### src/rtl/draw_cmd_decoder.sv
// draw_cmd_decoder: buffers 32-bit draw commands, expands point/rect into
// logical-grid cell writes and pairs 0x9/0xa words for the line/text engine.
// Optional build macro DRAW_CMD_ERR_CNT_EN enables the saturating decode
// error counter on err_cnt; without it err_cnt is tied to zero.
module draw_cmd_decoder #(
  parameter int                       FIFO_DEPTH     = 16,
  parameter int                       H_LOGIC_WIDTH  = 5,
  parameter int                       V_LOGIC_WIDTH  = 5,
  parameter logic [H_LOGIC_WIDTH-1:0] H_LOGIC_MAX    = 5'd31,
  parameter logic [V_LOGIC_WIDTH-1:0] V_LOGIC_MAX    = 5'd23,
  parameter int                       COLOR_ID_WIDTH = 8,
  parameter int                       CMD_WIDTH      = 32
) (
  input  logic                                   clk,
  input  logic                                   rst,
  input  logic [CMD_WIDTH-1:0]                   cmd,
  input  logic                                   cmd_vld,
  output logic                                   fb_we,
  output logic [V_LOGIC_WIDTH+H_LOGIC_WIDTH-1:0] fb_addr,
  output logic [COLOR_ID_WIDTH-1:0]              fb_data,
  output logic [2*CMD_WIDTH-1:0]                 ext_cmd,
  output logic                                   ext_vld,
  input  logic                                   ext_rdy,
  output logic                                   busy,
  output logic                                   ovf,
  output logic [7:0]                             err_cnt
);

  localparam int AW = $clog2(FIFO_DEPTH);

  localparam logic [2:0] IDLE    = 3'd0;
  localparam logic [2:0] DECODE  = 3'd1;
  localparam logic [2:0] FILL    = 3'd2;
  localparam logic [2:0] PAIR    = 3'd3;
  localparam logic [2:0] EXT_OUT = 3'd4;

  localparam logic [3:0] OP_POINT = 4'h0;
  localparam logic [3:0] OP_RECT  = 4'h1;
  localparam logic [3:0] OP_LINE  = 4'h9;
  localparam logic [3:0] OP_CHAR  = 4'ha;

  logic [CMD_WIDTH-1:0]      r_mem [FIFO_DEPTH];
  logic [AW:0]               r_wptr;
  logic [AW:0]               r_rptr;
  logic                      r_ovf;
  logic [2:0]                r_state;
  logic [CMD_WIDTH-1:0]      r_word;
  logic [CMD_WIDTH-1:0]      r_hold;
  logic [2*CMD_WIDTH-1:0]    r_ext;
  logic [H_LOGIC_WIDTH-1:0]  r_x;
  logic [H_LOGIC_WIDTH-1:0]  r_x0;
  logic [H_LOGIC_WIDTH-1:0]  r_x1;
  logic [V_LOGIC_WIDTH-1:0]  r_y;
  logic [V_LOGIC_WIDTH-1:0]  r_y1;
  logic [COLOR_ID_WIDTH-1:0] r_col;

  logic                      w_empty;
  logic                      w_full;
  logic                      w_pop;
  logic                      w_push;
  logic [CMD_WIDTH-1:0]      w_head;
  logic [3:0]                w_op;
  logic [H_LOGIC_WIDTH-1:0]  w_x0;
  logic [V_LOGIC_WIDTH-1:0]  w_y0;
  logic [H_LOGIC_WIDTH-1:0]  w_rx1;
  logic [V_LOGIC_WIDTH-1:0]  w_ry1;
  logic [H_LOGIC_WIDTH-1:0]  w_cx1;
  logic [V_LOGIC_WIDTH-1:0]  w_cy1;
  logic [COLOR_ID_WIDTH-1:0] w_pcol;
  logic [COLOR_ID_WIDTH-1:0] w_rcol;
  logic                      w_is_pt;
  logic                      w_is_ext;
  logic                      w_dec_err;
  logic                      w_pair_ok;
  logic                      w_err;

  // FIFO status; the extra pointer bit separates full from empty
  assign w_empty = r_wptr == r_rptr;
  assign w_full  = (r_wptr[AW] != r_rptr[AW]) && (r_wptr[AW-1:0] == r_rptr[AW-1:0]);
  assign w_head  = r_mem[r_rptr[AW-1:0]];
  assign w_pop   = !w_empty && (r_state == IDLE || r_state == PAIR);
  assign w_push  = cmd_vld && (!w_full || w_pop);

  // Field extraction; point and rect share the x0/y0 bit positions
  assign w_op   = r_word[31:28];
  assign w_x0   = r_word[27:23];
  assign w_y0   = r_word[22:18];
  assign w_pcol = r_word[17:10];
  assign w_rx1  = r_word[17:13];
  assign w_ry1  = r_word[12:8];
  assign w_rcol = r_word[7:0];

  // Clamp rect corners to the grid; compare one bit wider so the check never folds to a constant
  assign w_cx1 = ({1'b0, w_rx1} > {1'b0, H_LOGIC_MAX}) ? H_LOGIC_MAX : w_rx1;
  assign w_cy1 = ({1'b0, w_ry1} > {1'b0, V_LOGIC_MAX}) ? V_LOGIC_MAX : w_ry1;

  assign w_is_pt  = w_op == OP_POINT;
  assign w_is_ext = w_op == OP_LINE || w_op == OP_CHAR;

  // Decode-time errors: off-grid point, empty rect, orphan word1, unknown opcode
  assign w_dec_err = w_is_pt ? (({1'b0, w_x0} > {1'b0, H_LOGIC_MAX}) || ({1'b0, w_y0} > {1'b0, V_LOGIC_MAX}))
                   : (w_op == OP_RECT) ? (w_x0 > w_cx1 || w_y0 > w_cy1)
                   : w_is_ext ? r_word[0]
                   : 1'b1;

  assign w_pair_ok = (w_head[31:28] == r_hold[31:28]) && w_head[0];

  assign w_err = (r_state == DECODE && w_dec_err) || (r_state == PAIR && !w_empty && !w_pair_ok);

  assign fb_we   = r_state == FILL;
  assign fb_addr = fb_we ? {r_y, r_x} : '0;
  assign fb_data = fb_we ? r_col : '0;
  assign ext_vld = r_state == EXT_OUT;
  assign ext_cmd = r_ext;
  assign busy    = !w_empty || r_state != IDLE;
  assign ovf     = r_ovf;

  // FIFO storage; contents need no reset because the pointers define validity
  always_ff @(posedge clk) begin
    if (w_push) r_mem[r_wptr[AW-1:0]] <= cmd;
  end

  // FIFO pointers and the sticky overflow flag for words dropped while full
  always_ff @(posedge clk or negedge rst) begin
    if (!rst) begin
      r_wptr <= '0;
      r_rptr <= '0;
      r_ovf  <= 1'b0;
    end else begin
      if (w_push) r_wptr <= r_wptr + 1'b1;
      if (w_pop) r_rptr <= r_rptr + 1'b1;
      if (cmd_vld && !w_push) r_ovf <= 1'b1;
    end
  end

  // Command FSM: fetch, decode, raster fill and two-word pairing with output handshake
  always_ff @(posedge clk or negedge rst) begin
    if (!rst) begin
      r_state <= IDLE;
      r_word  <= '0;
      r_hold  <= '0;
      r_ext   <= '0;
      r_x     <= '0;
      r_x0    <= '0;
      r_x1    <= '0;
      r_y     <= '0;
      r_y1    <= '0;
      r_col   <= '0;
    end else begin
      case (r_state)
        IDLE: begin
          if (!w_empty) begin
            r_word  <= w_head;
            r_state <= DECODE;
          end
        end
        DECODE: begin
          if (w_dec_err) begin
            r_state <= IDLE;
          end else if (w_is_ext) begin
            r_hold  <= r_word;
            r_state <= PAIR;
          end else begin
            r_x     <= w_x0;
            r_x0    <= w_x0;
            r_y     <= w_y0;
            r_x1    <= w_is_pt ? w_x0 : w_cx1;
            r_y1    <= w_is_pt ? w_y0 : w_cy1;
            r_col   <= w_is_pt ? w_pcol : w_rcol;
            r_state <= FILL;
          end
        end
        FILL: begin
          if (r_x == r_x1) begin
            r_x <= r_x0;
            if (r_y == r_y1) r_state <= IDLE;
            else r_y <= r_y + 1'b1;
          end else begin
            r_x <= r_x + 1'b1;
          end
        end
        PAIR: begin
          if (!w_empty) begin
            if (w_pair_ok) begin
              r_ext   <= {r_hold, w_head};
              r_state <= EXT_OUT;
            end else begin
              r_word  <= w_head;
              r_state <= DECODE;
            end
          end
        end
        EXT_OUT: begin
          if (ext_rdy) r_state <= IDLE;
        end
        default: r_state <= IDLE;
      endcase
    end
  end

`ifdef DRAW_CMD_ERR_CNT_EN
  logic [7:0] r_err_cnt;

  // Saturating count of decode errors, cleared only by reset
  always_ff @(posedge clk or negedge rst) begin
    if (!rst) r_err_cnt <= 8'h00;
    else if (w_err && r_err_cnt != 8'hff) r_err_cnt <= r_err_cnt + 8'd1;
  end

  assign err_cnt = r_err_cnt;
`else
  logic w_err_unused;
  assign w_err_unused = w_err;
  assign err_cnt = 8'h00;
`endif

endmodule

### config.mk
export PLATFORM = sky130hd
export DESIGN_NAME = draw_cmd_decoder
export DESIGN_NICKNAME = d
export VERILOG_FILES = /design/src/rtl/draw_cmd_decoder.sv
export SDC_FILE = /design/constraint.sdc
export NUM_CORES = 1
export LEC_CHECK = 0
export CELL_PAD_IN_SITES_DETAIL_PLACEMENT = 1
export CELL_PAD_IN_SITES_GLOBAL_PLACEMENT = 2
export CORE_MARGIN = 1.5
export CORE_UTILIZATION = 45
export CTS_CLUSTER_SIZE = 20
export DETAILED_ROUTE_END_ITERATION = 8
export GPL_TIMING_DRIVEN = 1
export PLACE_DENSITY = 0.86
export SLEW_MARGIN = 5
export SYNTH_ARGS = -nofsm -noshare
export SYNTH_HDL_FRONTEND = slang
export SYNTH_SLANG_ARGS = --single-unit
### constraint.sdc
create_clock -name clk -period 11.28 [get_ports clk]
set_clock_uncertainty 0.05 [all_clocks]
set_input_delay 3.384 -clock clk [delete_from_list [all_inputs] [get_ports clk]]
set_output_delay 3.384 -clock clk [all_outputs]
set_load 0.01 [all_outputs]
==> metrics <==
vias in the first global route 14800; Mapped Area 27400 um2; die height 250 um; total global-route track usage 21.4%; fraction of layout cells with a size suffix above 1 25.9%; largest net degree at the start of global routing 103; critical path class register to primary output; number of buffers and inverters on the critical path 1; RePlAce Congestion 0.797; CTS tree built; hold path start ovf$_DFFE_PN0P_; worst vdd ir 0.000179 V; Data required, critical path 7850 ps; Ys Warns 0; crit share post-route 56.3%; Rel. slew slack 24.4%; Fin. Hold Viols 0; DP HPWL 41200 um; wire length per cell 27.6 um; DRT Pass-1 Iters 5; sum of negative setup slack 0 ps; crit path DAT 2920 ps; CP max stage cell dfrtp_4; initial core utilization 45.4%; Cell variety after synth 61; Fillers 5325; initial antenna violation count 3; Most Frequent Cell on Critical Path nand2b_1; hold buffers post-CTS 0; GR Util met2 34.3%; diode count 0; sequential cell area 19800 um2; share of flip-flops with an asynchronous set or reset 25.5%; synthesized area per cell 19.7 um2; RSZ-0062 raised after global routing false; Post-synth EDFFs 512; I/O pins 130; CP Max Fanout 35; sequential area share after synthesis 72.2%; total number of vias 13800; cts repair resizes 0; CTS root buffer clkbuf_16; busiest grt layer met2; worst r2r src r_rptr[1]$_DFFE_PN0P_; post-synth top area cell edfxtp_1; fin. max-slew vios 0; crit end category primary output; hold worst-path end ovf$_DFFE_PN0P_; Cell Chain, Critical Path xnor2_1 > nand4_1 > nand2b_1 > nand2b_1 > clkdlybuf4s50_1; reg-to-reg setup timing slack 6450 ps; H-tree depth 3; Clock Latency Late Sink 630 ps; leak pwr 11.4 nW; max incr delay on CP 900 ps; clock buffer count from CTS 73; worst-case clock buffer depth 3; GR Layer Usage met1 30.5%; Slew @ Worst Pin 1130 ps; global-route wire length before repair 99100 um; GR Util met3 3.58%; setup ws final 4930 ps; multi-input logic area 7250 um2; setup violators final 0; grt total ovfl 0; final wirelength 65600 um; Setup Fix Bufs, Post-CTS 0; top post-synthesis cells by area edfxtp_1 56%, dfrtp_1 16%, mux4_2 12%; post-synth top area share 56.2%; number of core rows 90; CORE AREA 60200 um2; P&R area growth vs syn 16.7%; Total Nets Final 1593; MaxCap Viol Count 0; status finished clean; clk sinks 687; DR DRC count 0; Via-to-Cell Ratio 5.82; Worst R2R End r_word[9]$_DFFE_PN0P_; synthesized flop and latch total 687; post-layout minimum cycle time 6350 ps; CP Depth 5; 1st-iter DRT viols 1304; die area 62300 um2; Post-Synthesis Cells 1387; HP Class register to register; reg2reg path depth 8; pre-CTS WS 5160 ps; Worst-path clk slew 60 ps; top_reg_cell synth edfxtp_1; Die X 250 um; Hold Path Depth 1; I/O Buffers 121; CP delay by family, top flip-flops; Final ANT Viol Nets 0; Max Freq 157 MHz; Worst setup SP type register; final core utilization 53.1%; power density cells 267 nW/um2
## synthesized netlist by cell type, types with 2 or more instances
library cell	n
mux2i_1	28
nand3b_1	3
ha_1	17
nor3_1	7
a21oi_1	10
o211ai_1	6
o221ai_1	2
edfxtp_1	512
mux2_4	18
nand2b_1	6
inv_1	13
dfrtp_1	175
buf_6	7
a211oi_1	2
nand3_1	29
buf_2	14
nor2_1	15
and2_1	34
clkbuf_1	29
buf_1	18
and3_1	4
mux2_1	31
buf_4	10
a22oi_1	2
a21o_1	3
nand2_1	37
mux4_2	151
nor3b_1	6
mux2_2	82
a31oi_1	5
nor2b_1	9
and4_1	2
o21a_1	3
xnor2_1	21
nand4_1	7
o21ai_0	35
xor2_1	10
## registers in the layout (all words and copies together) (netlist names)
register  flops
r_rptr        5
r_col         8
r_x1          5
r_word       32
r_x0          5
r_y1          5
ovf           1
ext_cmd      64
r_wptr        5
r_x           5
r_hold       32
r_mem       512
r_state       3
r_y           5
## cells by family (layout without fill, tap and decap cells)
logic type	after synthesis	count (layout)	share of synthesized area, %
AND/OR/NAND/NOR	167	167	3.36
multiplexers	310	310	19.1
flip-flops	687	687	72.2
adder cells (fa/ha/maj)	17	17	0.777
other	1	8	0.0137
XOR/XNOR	31	31	0.992
AO/OA/AOI/OAI	83	83	1.98
buffers and inverters	91	292	1.64
## through the flow
stage	instances	cell area (um2)	hold WS (ps)	total power, mW
floorplan	1394	27400	400	5.14
global placement	2247	29500	395	5.99
detailed placement	2247	29500	406	6.10
CTS	2377	32000	420	8.61
global route	2377	32000	432	8.88
finish	2377	32000	408	8.53
## worst reg2reg max path, delay by kind of cell, from the launching register on
family / cells / cell delay, ps
buffers and inverters: 1 / 870
muxes: 3 / 1440
AOI/OAI and AO/OA: 2 / 1260
DFF: 1 / 820
and+or+nand+nor: 2 / 290
## routing by layer
metal,part of all wire [%],up-vias
li1,-,5822
met2,48,478
met3,6.1,102
met1,43,7440
met5,0.018,-
met4,2.1,2
## area by class of cell
| type | instances | share of cell area (%) |
|---|---|---|
| sequential | 687 | 61.8 |
| clock buffer | 88 | 6.12 |
| inverter | 13 | 0.153 |
| clock inverter | 42 | 1.65 |
| multi-input combinational | 616 | 22.7 |
| tap | 782 | 3.06 |
| timing repair buffer | 149 | 4.50 |
## power by group
group	switching [mW]	internal (mW)	total, mW
Clock	0.988	1.50	2.48
Combinational	1.32	1.21	2.52
Sequential	0.373	3.15	3.53
Total	2.68	5.85	8.53
## cells in the final DEF, fill, tap and decap left out, drive strengths merged, types with 11 or more instances in the layout
master	synthesis	routed
bufinv	0	11
mux2i	28	28
edfxtp	512	512
buf	49	28
clkbuf	29	89
ha	17	17
clkdlybuf4s50	0	120
dfrtp	175	175
nand2	37	37
o21ai	35	35
inv	13	17
nor2	15	15
clkinv	0	23
and2	34	34
xnor2	21	21
nand3	29	29
mux2	131	131
mux4	151	151
## how the worst max path moves through the flow
stage,startpoint,end
after detailed placement,cmd_vld,r_mem[15][7]$_DFFE_PP_
final,r_rptr[0]$_DFFE_PN0P_,busy
after global placement,cmd_vld,r_mem[15][4]$_DFFE_PP_
after CTS,r_rptr[0]$_DFFE_PN0P_,busy
after global routing,r_state[1]$_DFFE_PN0P_,fb_addr[7]
after floorplan,cmd_vld,r_mem[4][0]$_DFFE_PP_
No activity file was read; power rests on OpenSTA's default activity.
